### config.mk
export PLATFORM = sky130hd
export DESIGN_NAME = cpld_link_sched_flat
export DESIGN_NICKNAME = d
export VERILOG_FILES = /design/src/rtl/cpld_link_sched_if.sv /design/src/rtl/cpld_link_sched.sv /design/src/flat_wrapper.sv
export SDC_FILE = /design/constraint.sdc
export NUM_CORES = 1
export LEC_CHECK = 0
export BUFFER_PORTS_ARGS = -buffer_cell sky130_fd_sc_hd__buf_2
export CORE_MARGIN = 8
export CORE_UTILIZATION = 34
export DETAILED_ROUTE_END_ITERATION = 12
export PLACE_DENSITY = 0.63
export SYNTH_ARGS = -nofsm -noshare
export SYNTH_HDL_FRONTEND = slang
export SYNTH_SLANG_ARGS = --single-unit
### constraint.sdc
create_clock -name clk -period 6.4 [get_ports clk]
set_input_delay 0.32 -clock clk [delete_from_list [all_inputs] [get_ports clk]]
set_output_delay 0.32 -clock clk [all_outputs]
set_load 0.05 [all_outputs]
### src/rtl/cpld_link_sched_if.sv
`default_nettype none
// ============================================================================
// Module      : cpld_link_sched_if
// Description : Requester-side bundle of the CPLD link scheduler: request
//               flags, two display images, grant pulses and current owner.
// Revision    : 1.0  initial release
// ============================================================================
interface cpld_link_sched_if;
    logic [1:0]  req;
    logic [23:0] img0;
    logic [23:0] img1;
    logic [1:0]  ack;
    logic        owner;

    modport master (
        output req,
        output img0,
        output img1,
        input  ack,
        input  owner
    );

    modport slave (
        input  req,
        input  img0,
        input  img1,
        output ack,
        output owner
    );
endinterface
`default_nettype wire

### src/rtl/cpld_link_sched.sv
`default_nettype none
// ============================================================================
// Module      : cpld_link_sched
// Description : 16-bit frame sequencer for the serial CPLD link plus a
//               two-requester, hold-limited arbiter choosing each frame image.
// Revision    : 1.0  initial release
// ============================================================================
module cpld_link_sched #(
    parameter int CLK_FREQ_HZ = 100000000,
    parameter int SCLK_HZ     = 1600,
    parameter int MAX_HOLD    = 8
) (
    input  wire              clk,
    input  wire              rst,
    cpld_link_sched_if.slave bus,
    output logic [7:0]       sw_data,
    output logic [4:0]       navsw,
    output logic             rx_valid,
    output logic             cpld_clk,
    output logic             cpld_load,
    output logic             cpld_mosi,
    input  wire              cpld_miso
);

    localparam int                   c_div      = CLK_FREQ_HZ / (2 * SCLK_HZ);
    localparam int                   c_div_w    = (c_div > 2) ? $clog2(c_div) : 1;
    localparam logic [c_div_w-1:0]   c_div_last = c_div_w'(c_div - 1);
    localparam logic [7:0]           c_hold_lim = 8'(MAX_HOLD - 1);
    localparam logic [3:0]           c_last_bit = 4'd15;

    logic [c_div_w-1:0] r_div;
    logic               r_cclk;
    logic               r_miso_s;
    logic [15:0]        r_shr;
    logic [3:0]         r_bit_cnt;
    logic               r_owner;
    logic [7:0]         r_hold;
    logic [23:0]        r_img;
    logic [1:0]         r_ack;
    logic [7:0]         r_sw;
    logic [4:0]         r_nav;
    logic               r_rx;
    logic               r_mosi;

    logic               w_tick;
    logic               w_rise;
    logic               w_fall;
    logic               w_last_bit;
    logic               w_req_own;
    logic               w_req_oth;
    logic               w_grant;
    logic               w_owner_nxt;
    logic [7:0]         w_hold_nxt;
    logic [23:0]        w_img_nxt;
    logic [1:0]         w_ack_nxt;
    logic               w_dsel_nxt;
    logic [15:0]        w_frame_word;

    assign w_tick     = (r_div == '0);
    assign w_rise     = w_tick & ~r_cclk;
    assign w_fall     = w_tick & r_cclk;
    assign w_last_bit = (r_bit_cnt == c_last_bit);

    assign w_req_own  = bus.req[r_owner];
    assign w_req_oth  = bus.req[~r_owner];

    // The current owner keeps the link until the other side has waited
    // through MAX_HOLD consecutive frames.
    always_comb begin
        w_grant     = 1'b0;
        w_owner_nxt = r_owner;
        w_hold_nxt  = r_hold;
        if (w_req_own && (!w_req_oth || (r_hold < c_hold_lim))) begin
            w_grant    = 1'b1;
            w_hold_nxt = (r_hold == 8'hFF) ? r_hold : r_hold + 8'd1;
        end else if (w_req_oth) begin
            w_grant     = 1'b1;
            w_owner_nxt = ~r_owner;
            w_hold_nxt  = 8'd0;
        end
    end

    always_comb begin
        w_img_nxt = r_img;
        w_ack_nxt = 2'b00;
        if (w_grant) begin
            w_img_nxt = w_owner_nxt ? bus.img1 : bus.img0;
            w_ack_nxt = w_owner_nxt ? 2'b10 : 2'b01;
        end
    end

    // Display digit for the next frame follows the select bit just received.
    assign w_dsel_nxt   = r_shr[14];
    assign w_frame_word = {(w_dsel_nxt ? w_img_nxt[15:8] : w_img_nxt[23:16]),
                           w_img_nxt[7:0]};

    always_ff @(posedge clk) begin
        if (rst) begin
            r_div     <= c_div_last;
            r_cclk    <= 1'b0;
            r_miso_s  <= 1'b0;
            r_shr     <= 16'd0;
            r_bit_cnt <= 4'd0;
            r_owner   <= 1'b0;
            r_hold    <= 8'd0;
            r_img     <= 24'd0;
            r_ack     <= 2'b00;
            r_sw      <= 8'd0;
            r_nav     <= 5'd0;
            r_rx      <= 1'b0;
            r_mosi    <= 1'b0;
        end else begin
            r_ack  <= 2'b00;
            r_rx   <= 1'b0;
            r_mosi <= r_shr[0];

            if (w_tick) begin
                r_div  <= c_div_last;
                r_cclk <= ~r_cclk;
            end else begin
                r_div  <= r_div - c_div_w'(1);
            end

            if (w_rise) begin
                r_miso_s <= cpld_miso;
            end

            if (w_fall) begin
                if (!w_last_bit) begin
                    r_shr     <= {r_miso_s, r_shr[15:1]};
                    r_bit_cnt <= r_bit_cnt + 4'd1;
                end else begin
                    r_sw      <= r_shr[8:1];
                    r_nav     <= r_shr[13:9];
                    r_rx      <= 1'b1;
                    r_owner   <= w_owner_nxt;
                    r_hold    <= w_hold_nxt;
                    r_img     <= w_img_nxt;
                    r_ack     <= w_ack_nxt;
                    r_shr     <= w_frame_word;
                    r_bit_cnt <= 4'd0;
                end
            end
        end
    end

    assign bus.ack   = r_ack;
    assign bus.owner = r_owner;
    assign sw_data   = r_sw;
    assign navsw     = r_nav;
    assign rx_valid  = r_rx;
    assign cpld_clk  = r_cclk;
    assign cpld_load = w_last_bit;
    assign cpld_mosi = r_mosi;

endmodule
`default_nettype wire

### src/flat_wrapper.sv
// flat-port wrapper written by rule: the top's interface ports become plain ports
module cpld_link_sched_flat 
#(
    parameter int CLK_FREQ_HZ = 100000000,
    parameter int SCLK_HZ     = 1600,
    parameter int MAX_HOLD    = 8
)
  (clk, rst, sw_data, navsw, rx_valid, cpld_clk, cpld_load, cpld_mosi, cpld_miso, bus_req, bus_img0, bus_img1, bus_ack, bus_owner);
  cpld_link_sched_if bus_i ();
  input  wire clk;
  input  wire rst;
  output logic [7:0] sw_data;
  output logic [4:0] navsw;
  output logic rx_valid;
  output logic cpld_clk;
  output logic cpld_load;
  output logic cpld_mosi;
  input  wire cpld_miso;
  input wire logic [$bits(bus_i.req)-1:0] bus_req;
  input wire logic [$bits(bus_i.img0)-1:0] bus_img0;
  input wire logic [$bits(bus_i.img1)-1:0] bus_img1;
  output wire logic [$bits(bus_i.ack)-1:0] bus_ack;
  output wire logic [$bits(bus_i.owner)-1:0] bus_owner;
  assign bus_i.req = bus_req;
  assign bus_i.img0 = bus_img0;
  assign bus_i.img1 = bus_img1;
  assign bus_ack = bus_i.ack;
  assign bus_owner = bus_i.owner;
  cpld_link_sched #(.CLK_FREQ_HZ(CLK_FREQ_HZ), .SCLK_HZ(SCLK_HZ), .MAX_HOLD(MAX_HOLD)) u_core (.clk(clk), .rst(rst), .bus(bus_i), .sw_data(sw_data), .navsw(navsw), .rx_valid(rx_valid), .cpld_clk(cpld_clk), .cpld_load(cpld_load), .cpld_mosi(cpld_mosi), .cpld_miso(cpld_miso));
endmodule
**After elaboration in Yosys (flattened, before gate mapping)**

Index checks and enable logic that the tools add are counted.

- Add/subtract/negate cells: 3
- Order comparisons: 3
- Equality and inequality tests: 3
- Multiplexer cells: 18
- Bitwise operators: 7
- Reductions and logical operators: 10

Operators with widths:

| operator | count |
|---|---|
| $mux W24 | 2 |
| $mux W8 | 4 |
| $mux W16 | 1 |
| $logic_not A15 Y1 | 1 |
| $sub A15 B1 Y15 const B | 1 |
| $mux W1 | 9 |
| $add A8 B1 Y8 const B | 1 |
| $eq A8 B8 Y1 const B | 1 |
| $lt A8 B3 Y1 const B | 1 |
| $not A1 Y1 | 5 |
| $add A4 B1 Y4 const B | 1 |
| $eq A4 B4 Y1 const B | 1 |
| $lt A1 B2 Y1 const B | 2 |
| $mux W4 | 1 |
| $reduce_and A4 Y1 | 1 |
| $reduce_or A2 Y1 | 2 |
| $reduce_or A4 Y1 | 1 |
| $and A1 B1 Y1 | 2 |
| $mux W2 | 1 |
| $ne A2 B2 Y1 const B | 1 |
| $reduce_and A2 Y1 | 1 |
| $reduce_bool A2 Y1 | 1 |
| $logic_and A1 B1 Y1 | 1 |
| $logic_not A1 Y1 | 1 |
| $logic_or A1 B1 Y1 | 1 |

- Flip-flop bits (word level): 87
- Bits of input ports: 53
- Output and inout port bits: 20
- Word-level logic and storage cells: 57

**Longest topological paths before layout**

Gate-level depths: netlist of the first run.

- Word-level depth: 11
- Mapped depth: 11
- Mapped depth without buffers: 8

**Worst setup path before layout of the first run**

No wires, ideal clock.

- Path kind: register -> register
- Start point: reg u_core.r_hold[0]
- End point: reg u_core.r_shr[11]
- Library setup time: 137 ps
- Arrival time: 1989 ps
- Data required time: 6263 ps
- Setup slack: 4275 ps
- Cell stages (with the launch flop): 9
- Buffers on the path: 1
- Period minus slack after synthesis: 2125 ps
- Cell sequence: dfxtp_1 > ha_1 > a211oi_2 > nand4b_1 > and3_1 > buf_4 > a221o_1 > a22oi_1 > a31oi_1

- Longest elaborated chain between the ends: 8
- Elaborated cells on any way between the ends: 9
- Classes of those cells: 1 x order compare; 6 x mux; 2 x reduce/logical

Ends and longest elaborated chain:

| item | line | text |
|---|---|---|
| start, declared | cpld_link_sched.sv:37 | `logic [7:0] r_hold;` |
| start signal, assigned | cpld_link_sched.sv:137 | `r_hold <= w_hold_nxt;` |
| $lt A8 B3 Y1 * | cpld_link_sched.sv:73 | `if (w_req_own && (!w_req_oth \|\| (r_hold < c_hold_lim))) begin` |
| $logic_or A1 B1 Y1 * | cpld_link_sched.sv:73 |  |
| $logic_and A1 B1 Y1 * | cpld_link_sched.sv:73 |  |
| $mux W1 | cpld_link_sched.sv:73 |  |
| $mux W24 | cpld_link_sched.sv:87 | `w_img_nxt = w_owner_nxt ? bus.img1 : bus.img0;` |
| $mux W24 * | cpld_link_sched.sv:86 | `if (w_grant) begin` |
| $mux W8 * | cpld_link_sched.sv:94 | `assign w_frame_word = {(w_dsel_nxt ? w_img_nxt[15:8] : w_img_nxt[23:16]),` |
| $mux W16 * | cpld_link_sched.sv:129 | `if (!w_last_bit) begin` |
| end signal, assigned | cpld_link_sched.sv:130 | `r_shr <= {r_miso_s, r_shr[15:1]};` |
| end signal, assigned | cpld_link_sched.sv:140 | `r_shr <= w_frame_word;` |
| end, declared | cpld_link_sched.sv:34 | `logic [15:0] r_shr;` |

Mark *: on every way between the ends. The rest lies on a longest branch, timed or not.
A chain may end at the register's enable or synchronous reset.

**Final worst setup path of the first run**

- Start point: reg u_core.r_bit_cnt[0]
- End point: reg u_core.r_hold[4]

- Longest elaborated chain between the ends: 2

Ends and longest elaborated chain:

| item | line | text |
|---|---|---|
| start, declared | cpld_link_sched.sv:35 | `logic [3:0] r_bit_cnt;` |
| start signal, assigned | cpld_link_sched.sv:131 | `r_bit_cnt <= r_bit_cnt + 4'd1;` |
| $eq A4 B4 Y1 | cpld_link_sched.sv:62 | `assign w_last_bit = (r_bit_cnt == c_last_bit);` |
| $reduce_and A4 Y1 (no line) | -- |  |

Every way passes these cells.

==> metrics.log, run 1 <==
[metrics] result of the run: finished clean
[metrics] count of boundary I/O pins: 73
[metrics] half-perimeter wire length after placement: 8.19 mm
[metrics] nature of the critical path startpoint: flip-flop
[metrics] arrival time of the worst setup path: between 3 and 4 ns
[metrics] Design Area, Final: ~5000 µm²
[metrics] die height: between 100 and 150 µm
[metrics] fraction of final layout cells sized beyond drive strength 1: a little under a fifth
[metrics] die width: ~130 µm
[metrics] clock latency on the worst-skew pair: 0.35 ns
[metrics] Async SR Flop Fraction: 0%
[metrics] Mapped Cells: 530
[metrics] final weighted congestion in routability-driven placement: 0.793
[metrics] number of buffers between clock root and the deepest sink: 2
[metrics] final setup fails: 0
[metrics] number of synthesized register bits: 87
[metrics] number of sinks driven by the clock tree: 87
[metrics] number of synthesized flops with an enable pin: 0
[metrics] Hold Path Class: in2reg
[metrics] TritonCTS clock tree: yes
[metrics] global-route wire length before repair: 19.3 mm
[metrics] Max-Cap Viols: 0
[metrics] via count: ~4,000
[metrics] most used flip-flop cell after synthesis: dfxtp_1
[metrics] fin nets: 635
[metrics] wirelength, routed: approximately 12 mm
[metrics] most frequently used cell type in the post-synthesis netlist: dfxtp_1
[metrics] post-synthesis sequential area ratio: around two fifths
[metrics] Die Footprint: around 16,000 µm²
[metrics] synthesized net count: around 590
[metrics] residual DRC count: 0
[metrics] Sw Share: between 20% and 30%
[metrics] power density over the cells: about 240 nW/µm²
[metrics] Min-Delay Path Depth: 3
[metrics] part of the power in the clock network: between 40% and 50%
[metrics] fraction of post-synthesis cell area in the top cell type by area: between 40% and 50%
[metrics] via count of the first global-routing pass: about 4,000
[metrics] number of antenna violations at the first check in global routing: 0
[metrics] via density per instance: 5.35
[metrics] Crit Path Category: reg2reg
[metrics] number of routed nets with antenna violations: 0
[metrics] DR iter-0 viols: ~230
[metrics] kind of end point of the critical path: flip-flop
[metrics] n_diodes: 0
[metrics] number of cells traversed by the worst register-to-register path: 7
[metrics] Clock Pin Slew Worst Setup and Hold Paths: 0.07 ns
[metrics] H-tree level count: 3
[metrics] quantity of gates resized following cts: 0
[metrics] setup TNS after final layout: 0 ns
[metrics] Clock Skews: between 0.009 and 0.01 ns
[metrics] number of pins with negative max-slew slack in the final report: 0
[metrics] Avg Inst Size Synth: 8.05 µm²
[metrics] top area cells in the synthesized netlist: dfxtp_1 (41%), nand2_1 (5.8%), a21oi_1 (5.5%)
[metrics] clock root buffer: clkbuf_16
[metrics] site row count: 41
[metrics] share of the core filled with cells: 40.5%
[metrics] clock buffer count from CTS: 9
[metrics] count of buffers inserted at the top-level ports: 72
[metrics] cell count after placement: 740
[metrics] top cells by instance count after synthesis: dfxtp_1 (87), nand2_1 (66), nor2_1 (56)
[metrics] leakage power: between 1.5 and 2 nW
[metrics] wire length per cell after detailed routing: 15.3 µm
[metrics] largest area contributor in the synthesized netlist: dfxtp_1
[metrics] effective utilization at floorplan: roughly 34%
[metrics] final hold vios: 0
[metrics] post-route non-filler standard cell count: 756
[metrics] highest ir drop seen on vdd: approximately 0.14 mV
[metrics] relative contribution of combinational cells to total power: under 10%
[metrics] hold buffers post-CTS: 0
[metrics] GR Overflow Total: 0
[metrics] count of cell types in the netlist: between 50 and 60
[metrics] aggregate global-route resource usage: between 10% and 20%
[metrics] relative slew slack: a little over an eighth
[metrics] synth-to-layout area growth: 17.7%
[metrics] Final Critical Period: roughly 2.9 ns
[metrics] number of buffers inserted to repair setup after CTS: 0
[metrics] switching power total: roughly 290 µW
[metrics] pin count of the biggest net entering global routing: between 70 and 80
[metrics] share of the cycle needed by the critical path after routing: about 45%
[metrics] placement-stage cell area: 4690 µm²
[metrics] Critical Path Fanout Max: 29
[metrics] Achievable Freq: around 0.34 GHz
[metrics] Reg power frac: a little under half
[metrics] internal cell power: 928 µW
[metrics] transition time at the pin with the least slew margin: 1.28 ns
[metrics] Core Region: 12,400 µm²
[metrics] total number of yosys warnings: 0
[metrics] setup repair after global routing missed its margin: false
[metrics] TritonRoute pass-1 iters: 4
[metrics] worst path required time: around 6.7 ns
[metrics] area of the mapped netlist: ~4300 µm²
==> cells by family after synthesis <==
kind of cell / count (synthesis) / synth area share [%]
xor+xnor: 12 / 2.46
simple gates: 209 / 23.1
compound gates: 160 / 24.8
buf+inv: 47 / 5.10
mux: 12 / 2.81
fa+ha+maj: 3 / 0.880
flops: 87 / 40.8
==> area by class of cell <==
cell class,instances,area (µm²)
clock buffers,9,225
clock inverters,7,103
repair buffers,76,390
inverters,9,33.8
flip-flops and latches,87,1740
multi-input cells,396,2310
well taps,172,215
fillers,1312,7390
==> cells in the final DEF, fill, tap and decap left out, types with 4 or more instances in the layout <==
cell,netlist,final
o22ai_1,10,10
or2_2,4,4
nand2_1,66,66
mux2i_1,12,12
nor2_1,56,56
buf_4,3,4
o21ai_0,25,25
o211ai_1,9,9
a221oi_1,9,9
a21o_1,9,9
dfxtp_1,87,87
a211oi_1,14,14
xnor2_1,7,7
inv_1,9,9
xor2_1,5,5
and2_1,4,4
or3_1,14,14
nand2b_1,8,8
clkbuf_16,0,9
buf_2,5,72
nand3_1,15,15
a21oi_1,47,47
a22oi_1,4,4
a31oi_1,9,9
nor4_1,5,5
nor3_1,18,17
==> flip-flops by register name (all words and copies together) (netlist names) <==
signal            count
u_core.bus.owner      1
u_core.cpld_clk       1
u_core.cpld_mosi      1
u_core.navsw          5
u_core.r_shr         16
u_core.r_div         15
u_core.r_hold         8
u_core.r_bit_cnt      4
u_core.r_img         24
u_core.bus.ack        2
u_core.r_miso_s       1
u_core.sw_data        8
u_core.rx_valid       1
==> worst max-delay path, stage by stage, from the launching register on <==
cell	delay, ns
dfxtp_1	0.38
ha_1	0.18
nand3_1	0.32
inv_1	0.55
and3_1	0.38
and2_2	0.57
a41oi_1	0.21
a211oi_2	0.21
==> final timing paths <==
check	start	end	slack, ns
worst max-delay path	u_core.r_bit_cnt[0]	u_core.r_hold[4]	3.50
worst min-delay path	cpld_miso	u_core.r_miso_s	0.22
worst max register to register	u_core.r_bit_cnt[0]	u_core.r_hold[4]	3.50
worst min register to register	u_core.r_div[0]	u_core.r_div[0]	0.45
==> power by group through the flow <==
stage / combinational (mW) / clock, mW / sequential [mW]
after floorplan: 0.0555 / 0 / 0.564
after global placement: 0.0858 / 0 / 0.565
after detailed placement: 0.0872 / 0 / 0.565
after CTS: 0.0879 / 0.588 / 0.553
after global routing: 0.0970 / 0.611 / 0.553
final: 0.0879 / 0.574 / 0.553
==> layer usage <==
layer / vias to the layer above / global-route usage (%) / wire length [µm]
met5: - / 0 / 0
met4: 0 / 4.55 / 196
met3: 17 / 3.87 / 695
met2: 104 / 23.5 / 5400
met1: 1920 / 18.2 / 5300
li1: 2005 / - / -
==> metrics by stage <==
step	setup WS (ns)	power [mW]	hold WS [ns]
2_1_floorplan	4.27	0.619	0.403
3_3_place_gp	3.66	0.650	0.435
3_5_place_dp	3.53	0.652	0.435
4_1_cts	3.50	1.23	0.204
5_1_grt	3.19	1.26	0.273
6_report	3.50	1.21	0.219
No activity file was read; power rests on OpenSTA's default activity.
==> inputs of run 2 (changes only) <==
--- a/config.mk
+++ b/config.mk
@@ -5,11 +5,12 @@
 export SDC_FILE = /design/constraint.sdc
 export NUM_CORES = 1
 export LEC_CHECK = 0
+export ABC_AREA = 1
 export BUFFER_PORTS_ARGS = -buffer_cell sky130_fd_sc_hd__buf_2
 export CORE_MARGIN = 8
 export CORE_UTILIZATION = 34
 export DETAILED_ROUTE_END_ITERATION = 12
-export PLACE_DENSITY = 0.63
+export PLACE_DENSITY = 0.65
 export SYNTH_ARGS = -nofsm -noshare
 export SYNTH_HDL_FRONTEND = slang
 export SYNTH_SLANG_ARGS = --single-unit
==> constraint.sdc (replaced) <==
create_clock -name clk -period 2.3 [get_ports clk]
set_input_delay 0.115 -clock clk [delete_from_list [all_inputs] [get_ports clk]]
set_output_delay 0.115 -clock clk [all_outputs]
set_load 0.05 [all_outputs]
==> run 2 against run 1 <==
First-iteration DRC count up 37%. Critical path depth increased by 6. Register-to-register slack got worse by 3.3 ns. Non-clock buffer count up 19. Cell count is 19% higher. Critical endpoint is now u_core.r_img[7]. Largest cell class unchanged. Highest routed layer unchanged.
==> metrics.log, run 2 <==
[metrics] final hold vios: 0 (unchanged)
[metrics] via density per instance: 4.65 (-13%)
[metrics] clock root buffer: clkbuf_16
[metrics] Clock Skews: 0.0105 ns (+0.00102 ns)
[metrics] Achievable Freq: 0.476 GHz (+38%)
[metrics] Largest Register: u_core.r_img
[metrics] Critical Path Fanout Max: 19 (-34%)
[metrics] Crit Path Category: reg2reg
[metrics] worst-case register-to-register setup slack: 0.20 ns (-3.30 ns)
[metrics] register cell area after layout: 1740 µm² (unchanged)
[metrics] number of buffers between clock root and the deepest sink: 2 (unchanged)
[metrics] registers with the highest flip-flop counts: u_core.r_img x24, u_core.r_shr x16, u_core.r_div x15
[metrics] Die Footprint: 16,700 µm² (+2.1%)
[metrics] via count of the first global-routing pass: 3,849 (-2.9%)
[metrics] die width: 129 µm (+1.0%)
[metrics] Final Critical Period: 2.10 ns (-0.801 ns)
[metrics] detailed route wirelength on metal2: 4.92 mm (-8.9%)
[metrics] TritonCTS clock tree: yes
[metrics] Critical Path End: u_core.r_img[7]
[metrics] clock latency on the worst-skew pair: 0.34 ns (about the same)
[metrics] kind of end point of the critical path: flip-flop
[metrics] number of cells traversed by the worst register-to-register path: 13 (+6)
[metrics] number of antenna violations at the first check in global routing: 0 (unchanged)
[metrics] worst reg2reg endpoint: u_core.r_img[7]
[metrics] Async SR Flop Fraction: 0% (unchanged)
[metrics] share of the cycle needed by the critical path after routing: 91.4% (+46 points)
[metrics] count of buffers inserted at the top-level ports: 72 (unchanged)
[metrics] wire length per cell after detailed routing: 12.3 µm (-20%)
[metrics] die height: 129 µm (+1.0%)
[metrics] Avg Inst Size Synth: 6.78 µm² (-16%)
[metrics] arrival time of the worst setup path: 2.39 ns (-0.78 ns)
[metrics] startpoint of the worst-slack reg-to-reg timing path: u_core.r_div[0]
[metrics] Core Region: 12,600 µm² (+1.2%)
[metrics] GR Overflow Total: 0 (unchanged)
[metrics] share of the core filled with cells: 42.5% (+2.0 points)
[metrics] highest metal layer with signal wires: met4
[metrics] hold buffers post-CTS: 0 (unchanged)
[metrics] total power draw: 3.27 mW (+170%)
[metrics] global-route wire length before repair: 18.4 mm (-4.4%)
[metrics] setup TNS after final layout: 0 ns (unchanged)
[metrics] Hold Path Class: in2reg
[metrics] post-synthesis sequential area ratio: 39.9% (-0.96 points)
[metrics] count of cell types in the netlist: 33 (-41%)
[metrics] power density over the cells: 611 nW/µm² (+150%)
[metrics] setup repair after global routing missed its margin: false
[metrics] Clock Pin Slew Worst Setup and Hold Paths: 0.07 ns (about the same)
[metrics] top area cells in the synthesized netlist: dfxtp_1 (40%), nand2_1 (16%), nand3_1 (10%)
[metrics] number of routed nets with antenna violations: 0 (unchanged)
[metrics] number of pins with negative max-slew slack in the final report: 0 (unchanged)
[metrics] result of the run: finished clean
[metrics] post-route non-filler standard cell count: 901 (+19%)
[metrics] area of the mapped netlist: 4370 µm² (+2.4%)
[metrics] largest area contributor in the synthesized netlist: dfxtp_1
[metrics] DR iter-0 viols: 312 (+37%)
[metrics] Met3 Wirelength: 760 µm (+9.4%)
[metrics] fraction of final layout cells sized beyond drive strength 1: 20.0% (+1.5 points)
[metrics] final weighted congestion in routability-driven placement: 0.771 (-2.7%)
[metrics] H-tree level count: 3 (unchanged)
[metrics] Min-Delay Path Depth: 3 (unchanged)
[metrics] fraction of post-synthesis cell area in the top cell type by area: 39.9% (-0.96 points)
[metrics] most used flip-flop cell after synthesis: dfxtp_1
[metrics] leakage power: 2.57 nW (+38%)
[metrics] nature of the critical path startpoint: flip-flop
[metrics] most frequent cells in the layout: nand2_1 (182), nand3_1 (90), dfxtp_1 (87)
[metrics] synth-to-layout area growth: 22.2%
[metrics] combined area of the multi-input logic cells: 2250 µm² (-2.7%)
[metrics] number of inserted filler cells in the final layout: 1,323 (+0.84%)
[metrics] wirelength, routed: 11.1 mm (-4.3%)
[metrics] highest ir drop seen on vdd: 0.373 mV (+160%)
[metrics] half-perimeter wire length after placement: 7.97 mm (-2.6%)
[metrics] number of synthesized flops with an enable pin: 0 (unchanged)
[metrics] number of sinks driven by the clock tree: 87 (unchanged)
[metrics] wire length on met1: 5.24 mm (-1.2%)
[metrics] worst path required time: 2.59 ns (-4.07 ns)
[metrics] most frequent standard cell in the layout excluding fill and tap cells: nand2_1
[metrics] Mapped Cells: 645 (+22%)
[metrics] Post-Place Setup Slack: 0.0843 ns (-3.45 ns)
[metrics] n_diodes: 0 (unchanged)
[metrics] cell count after placement: 882 (+19%)
[metrics] aggregate global-route resource usage: 13.6% (-0.86 points)
[metrics] effective utilization at floorplan: 34.8% (+0.40 points)
[metrics] site row count: 41 (unchanged)
[metrics] final setup fails: 0 (unchanged)
[metrics] total number of yosys warnings: 0 (unchanged)
[metrics] final critical-path setup slack: 0.198 ns (-3.30 ns)
[metrics] max FFs per register: 24 (unchanged)
[metrics] residual DRC count: 0 (unchanged)
[metrics] top cells by instance count after synthesis: nand2_1 (182), nand3_1 (90), dfxtp_1 (87)
[metrics] relative slew slack: 68.2% (+55 points)
[metrics] TritonRoute pass-1 iters: 5 (+1)
[metrics] transition time at the pin with the least slew margin: 0.477 ns (-0.806 ns)
[metrics] Max-Cap Viols: 0 (unchanged)
[metrics] via count: 4,187 (+3.5%)
[metrics] synthesized net count: 701 (+20%)
[metrics] fin nets: 780 (+23%)
[metrics] number of synthesized register bits: 87 (unchanged)
[metrics] critical path startpoint: u_core.r_div[0]
[metrics] pin count of the biggest net entering global routing: 44 (-43%)
[metrics] clock buffer count from CTS: 9 (unchanged)
[metrics] most frequently used cell type in the post-synthesis netlist: nand2_1
[metrics] count of boundary I/O pins: 73 (unchanged)
run 2: cell types whose count changed in the layout (fill, tap and decap cells not counted), sizes merged, moves of 11 or more:
| cell | before | now |
|---|---|---|
| buf | 76 | 95 |
| nor3 | 19 | 7 |
| or3 | 15 | 0 |
| mux2i | 12 | 0 |
| nand2 | 66 | 187 |
| a221oi | 11 | 0 |
| inv | 11 | 71 |
| a211oi | 16 | 0 |
| nand3 | 15 | 97 |
| nand3b | 1 | 14 |
run 2: worst max-delay path: stages (launching register included):
cell and delay [ns]:
dfxtp_1 0.31, inv_2 0.07, ha_1 0.16, nand2_1 0.08, nor2_2 0.10, nand4_1 0.13, or2_1 0.26, or2_4 0.27
nor2_8 0.15, nand2_8 0.11, buf_12 0.18, nor2_4 0.08, nand3_2 0.07, nand2_1 0.08
run 2: through the flow:
stage / instance area, µm² / hold WS, ns
floorplan: 4370 / 0.254
global placement: 5000 / 0.374
detailed placement: 5000 / 0.377
CTS: 5300 / 0.0338
global route: 5340 / 0.0371
finish: 5340 / 0.0364
run 2: layout make-up:
class / instances / share of cell area [%]
clock buffers: 10 / 4.29
clock inverters: 6 / 1.24
inverters: 71 / 5.01
multi-input cells: 460 / 42.1
flip-flops and latches: 87 / 32.6
well taps: 172 / 4.03
repair buffers: 95 / 10.7
run 2: worst min-delay path by stage:
stage	startpoint	endpoint	slack (ns)
2_1_floorplan	cpld_miso	u_core.r_miso_s	0.25
3_3_place_gp	u_core.r_div[0]	u_core.r_div[0]	0.37
3_5_place_dp	u_core.r_div[0]	u_core.r_div[0]	0.38
4_1_cts	cpld_miso	u_core.r_miso_s	0.03
5_1_grt	cpld_miso	u_core.r_miso_s	0.04
6_report	cpld_miso	u_core.r_miso_s	0.04
run 2: logic make-up (layout without fill, tap and decap cells):
kind of cell,after synthesis,in the layout,share of synthesized area [%]
XOR/XNOR,9,9,1.80
flip-flops,87,87,39.9
buffers and inverters,99,182,9.28
AND/OR/NAND/NOR,376,377,39.9
AO/OA/AOI/OAI,71,71,8.27
adder cells (fa/ha/maj),3,3,0.859
run 2: report_power, final:
part | leakage [nW] | internal, mW | switching (mW)
Sequential | 0.702 | 1.52 | 0.00973
Clock | 0.148 | 0.850 | 0.623
Combinational | 1.72 | 0.102 | 0.163
run 2: what timing repair did:
action / 4_1_cts / 5_1_grt
endpoints found under the setup margin: 0 / 42
resized for setup: 0 / 5
buffers inserted: 0 / 2
run 2: metal layers:
| metal | global-route usage (%) | vias up |
|---|---|---|
| met5 | 0 | - |
| met2 | 20.6 | 92 |
| met4 | 5.39 | 0 |
| met1 | 18.3 | 1851 |
| li1 | - | 2232 |
| met3 | 3.04 | 12 |
==> inputs of run 3 (changes only) <==
--- a/config.mk
+++ b/config.mk
@@ -10,6 +10,7 @@
 export CORE_MARGIN = 8
 export CORE_UTILIZATION = 34
 export DETAILED_ROUTE_END_ITERATION = 12
+export GPL_TIMING_DRIVEN = 0
 export PLACE_DENSITY = 0.65
 export SYNTH_ARGS = -nofsm -noshare
 export SYNTH_HDL_FRONTEND = slang
==> run 3 against run 2 <==
Total power grew 0.40%. Via count up 1.4%. Cell count grew 1.0%. First-iteration DRC count down 1.6%. Routed wire length rose by 6.1%. Hold slack gained 0.013 ns. Sequential share of layout area hardly changed. Global-route usage rose by 0.59 points. Die area did not move. Largest cell class unchanged. Largest power group unchanged.
==> metrics.log, run 3 (synthesis gave the netlist of run 2 again) <==
[metrics] result of the run: finished clean
[metrics] fraction of final layout cells sized beyond drive strength 1: 19.9% (-0.11 points)
[metrics] wirelength, routed: 11.8 mm (+6.1%)
[metrics] Crit Path Category: reg2reg
[metrics] number of pins with negative max-slew slack in the final report: 0 (unchanged)
[metrics] worst-case register-to-register setup slack: 0.15 ns (-0.05 ns)
[metrics] effective utilization at floorplan: 34.8% (unchanged)
[metrics] worst path required time: 2.54 ns (-0.05 ns)
[metrics] clock buffer count from CTS: 9 (unchanged)
[metrics] GR Overflow Total: 0 (unchanged)
[metrics] wire length per cell after detailed routing: 12.9 µm (+5.0%)
[metrics] arrival time of the worst setup path: 2.39 ns (about the same)
[metrics] number of inserted filler cells in the final layout: 1,322 (-0.076%)
[metrics] die height: 129 µm (unchanged)
[metrics] Core Region: 12,600 µm² (unchanged)
[metrics] highest ir drop seen on vdd: 0.309 mV (-17%)
[metrics] kind of end point of the critical path: flip-flop
[metrics] DR iter-0 viols: 307 (-1.6%)
[metrics] number of antenna violations at the first check in global routing: 0 (unchanged)
[metrics] met3 global-route usage: 3.25% (+0.21 points)
[metrics] number of buffers between clock root and the deepest sink: 2 (unchanged)
[metrics] synth-to-layout area growth: 22.4%
[metrics] Largest Register: u_core.r_img
[metrics] number of routed nets with antenna violations: 0 (unchanged)
[metrics] Hold Path Class: in2reg
[metrics] count of buffers inserted at the top-level ports: 72 (unchanged)
[metrics] clock root buffer: clkbuf_16
[metrics] final hold vios: 0 (unchanged)
[metrics] Clock Skews: 0.0115 ns (+0.000970 ns)
[metrics] fin nets: 789 (+1.2%)
[metrics] via count: 4,245 (+1.4%)
[metrics] via count of the first global-routing pass: 4,000 (+3.9%)
[metrics] post-route non-filler standard cell count: 910 (+1.0%)
[metrics] half-perimeter wire length after placement: 8.68 mm (+8.9%)
[metrics] number of sinks driven by the clock tree: 87 (unchanged)
[metrics] count of boundary I/O pins: 73 (unchanged)
[metrics] final setup fails: 0 (unchanged)
[metrics] residual DRC count: 0 (unchanged)
[metrics] die width: 129 µm (unchanged)
[metrics] placement-stage cell area: 4950 µm² (-1.1%)
[metrics] power density over the cells: 613 nW/µm² (+0.24%)
[metrics] Clock Pin Slew Worst Setup and Hold Paths: 0.06 ns (about the same)
[metrics] clock latency on the worst-skew pair: 0.35 ns (about the same)
[metrics] final weighted congestion in routability-driven placement: 0.797 (+3.4%)
[metrics] via density per instance: 4.66 (+0.38%)
[metrics] setup repair after global routing missed its margin: false
[metrics] hold buffers post-CTS: 0 (unchanged)
[metrics] TritonRoute pass-1 iters: 5 (unchanged)
[metrics] aggregate global-route resource usage: 14.2% (+0.59 points)
[metrics] Max-Cap Viols: 0 (unchanged)
[metrics] site row count: 41 (unchanged)
[metrics] pin count of the biggest net entering global routing: 16 (-64%)
[metrics] most frequent cells in the layout: nand2_1 (180), nand3_1 (89), dfxtp_1 (86)
[metrics] Die Footprint: 16,700 µm² (unchanged)
[metrics] cell count after placement: 889 (+0.79%)
[metrics] nature of the critical path startpoint: flip-flop
[metrics] global-route wire length before repair: 19.1 mm (+3.8%)
[metrics] leakage power: 2.55 nW (-0.68%)
[metrics] share of the cycle needed by the critical path after routing: 93.6% (+2.2 points)
[metrics] TritonCTS clock tree: yes
[metrics] Achievable Freq: 0.465 GHz (-2.4%)
[metrics] most frequent standard cell in the layout excluding fill and tap cells: nand2_1
[metrics] met2 GRT Util: 22.5% (+1.9 points)
[metrics] final critical-path setup slack: 0.147 ns (-0.0510 ns)
[metrics] worst hold slack: 0.0497 ns (+0.0134 ns)
[metrics] H-tree level count: 3 (unchanged)
[metrics] registers with the highest flip-flop counts: u_core.r_img x24, u_core.r_shr x16, u_core.r_div x15
[metrics] share of the core filled with cells: 42.6% (+0.070 points)
[metrics] grt peak-use layer: met2
[metrics] M1 GR Usage: 18.5% (+0.18 points)
[metrics] relative slew slack: 54.6% (-14 points)
[metrics] Post-Place Setup Slack: -0.144 ns (-0.229 ns)
[metrics] setup TNS after final layout: 0 ns (unchanged)
[metrics] total power draw: 3.28 mW (+0.40%)
[metrics] Design Area, Final: 5350 µm² (+0.16%)
[metrics] Critical Path Fanout Max: 10 (-9)
[metrics] n_diodes: 0 (unchanged)
[metrics] transition time at the pin with the least slew margin: 0.679 ns (+0.202 ns)
[metrics] Final Critical Period: 2.15 ns (+0.0510 ns)
[metrics] max FFs per register: 24 (unchanged)
## run 3: cell count changes in the layout (fill, tap and decap cells not counted), sizes merged
cell / change
buf: -4
clkbuf: +14
clkinv: -2
inv: +2
nand2: -1
## run 3: report_power, final
| group | internal (mW) | leakage, nW | total [mW] | switching, mW |
|---|---|---|---|---|
| Sequential | 1.52 | 0.702 | 1.53 | 0.00947 |
| Clock | 0.850 | 0.148 | 1.48 | 0.628 |
| Combinational | 0.0997 | 1.70 | 0.273 | 0.173 |
## run 3: what timing repair did
| action | in CTS | in global routing |
|---|---|---|
| resized for setup | 3 | 19 |
| cloned | 0 | 0 |
| setup endpoints to repair | 10 | 71 |
| pin swaps | 0 | 5 |
| endpoints found under the hold margin | 0 | 0 |
| buffers inserted | 0 | 5 |
## run 3: routing by layer
layer  vias to the layer above  part of all wire, %  wire length, µm
li1                       2250                    -                -
met1                      1881                   48             5640
met2                       100                   44             5140
met3                        14                  6.8              804
met4                         0                  1.6              185
met5                         -                    0                0
## run 3: final cells by class
type                    instances  area, µm²  share of cell area [%]
well taps                     172        215                    4.02
clock buffers                  10        229                    4.28
flip-flops and latches         87       1740                    32.6
multi-input cells             459       2280                    42.7
inverters                      71        267                    4.98
plain buffers                  28        150                    2.81
repair buffers                 77        398                    7.44
clock inverters                 6       66.3                    1.24
## run 3: path summary, 6_finish.rpt
path / from / to / cells after the start
worst max register to register: u_core.r_div[0] / u_core.r_img[6] / 13
worst min-delay path: cpld_miso / u_core.r_miso_s / 3
worst max-delay path: u_core.r_div[0] / u_core.r_img[6] / 13
worst min register to register: u_core.r_div[0] / u_core.r_div[0] / 1
## run 3: critical path, cell delays in order (launching register included)
cell	delay, ns
dfxtp_1	0.31
inv_2	0.08
ha_1	0.16
nand2_1	0.09
nor2_2	0.11
nand4_1	0.12
or2_1	0.25
or2_1	0.23
buf_6	0.15
nor2_8	0.09
nand2_4	0.08
clkbuf_4	0.22
nand3_1	0.10
nand2_1	0.07
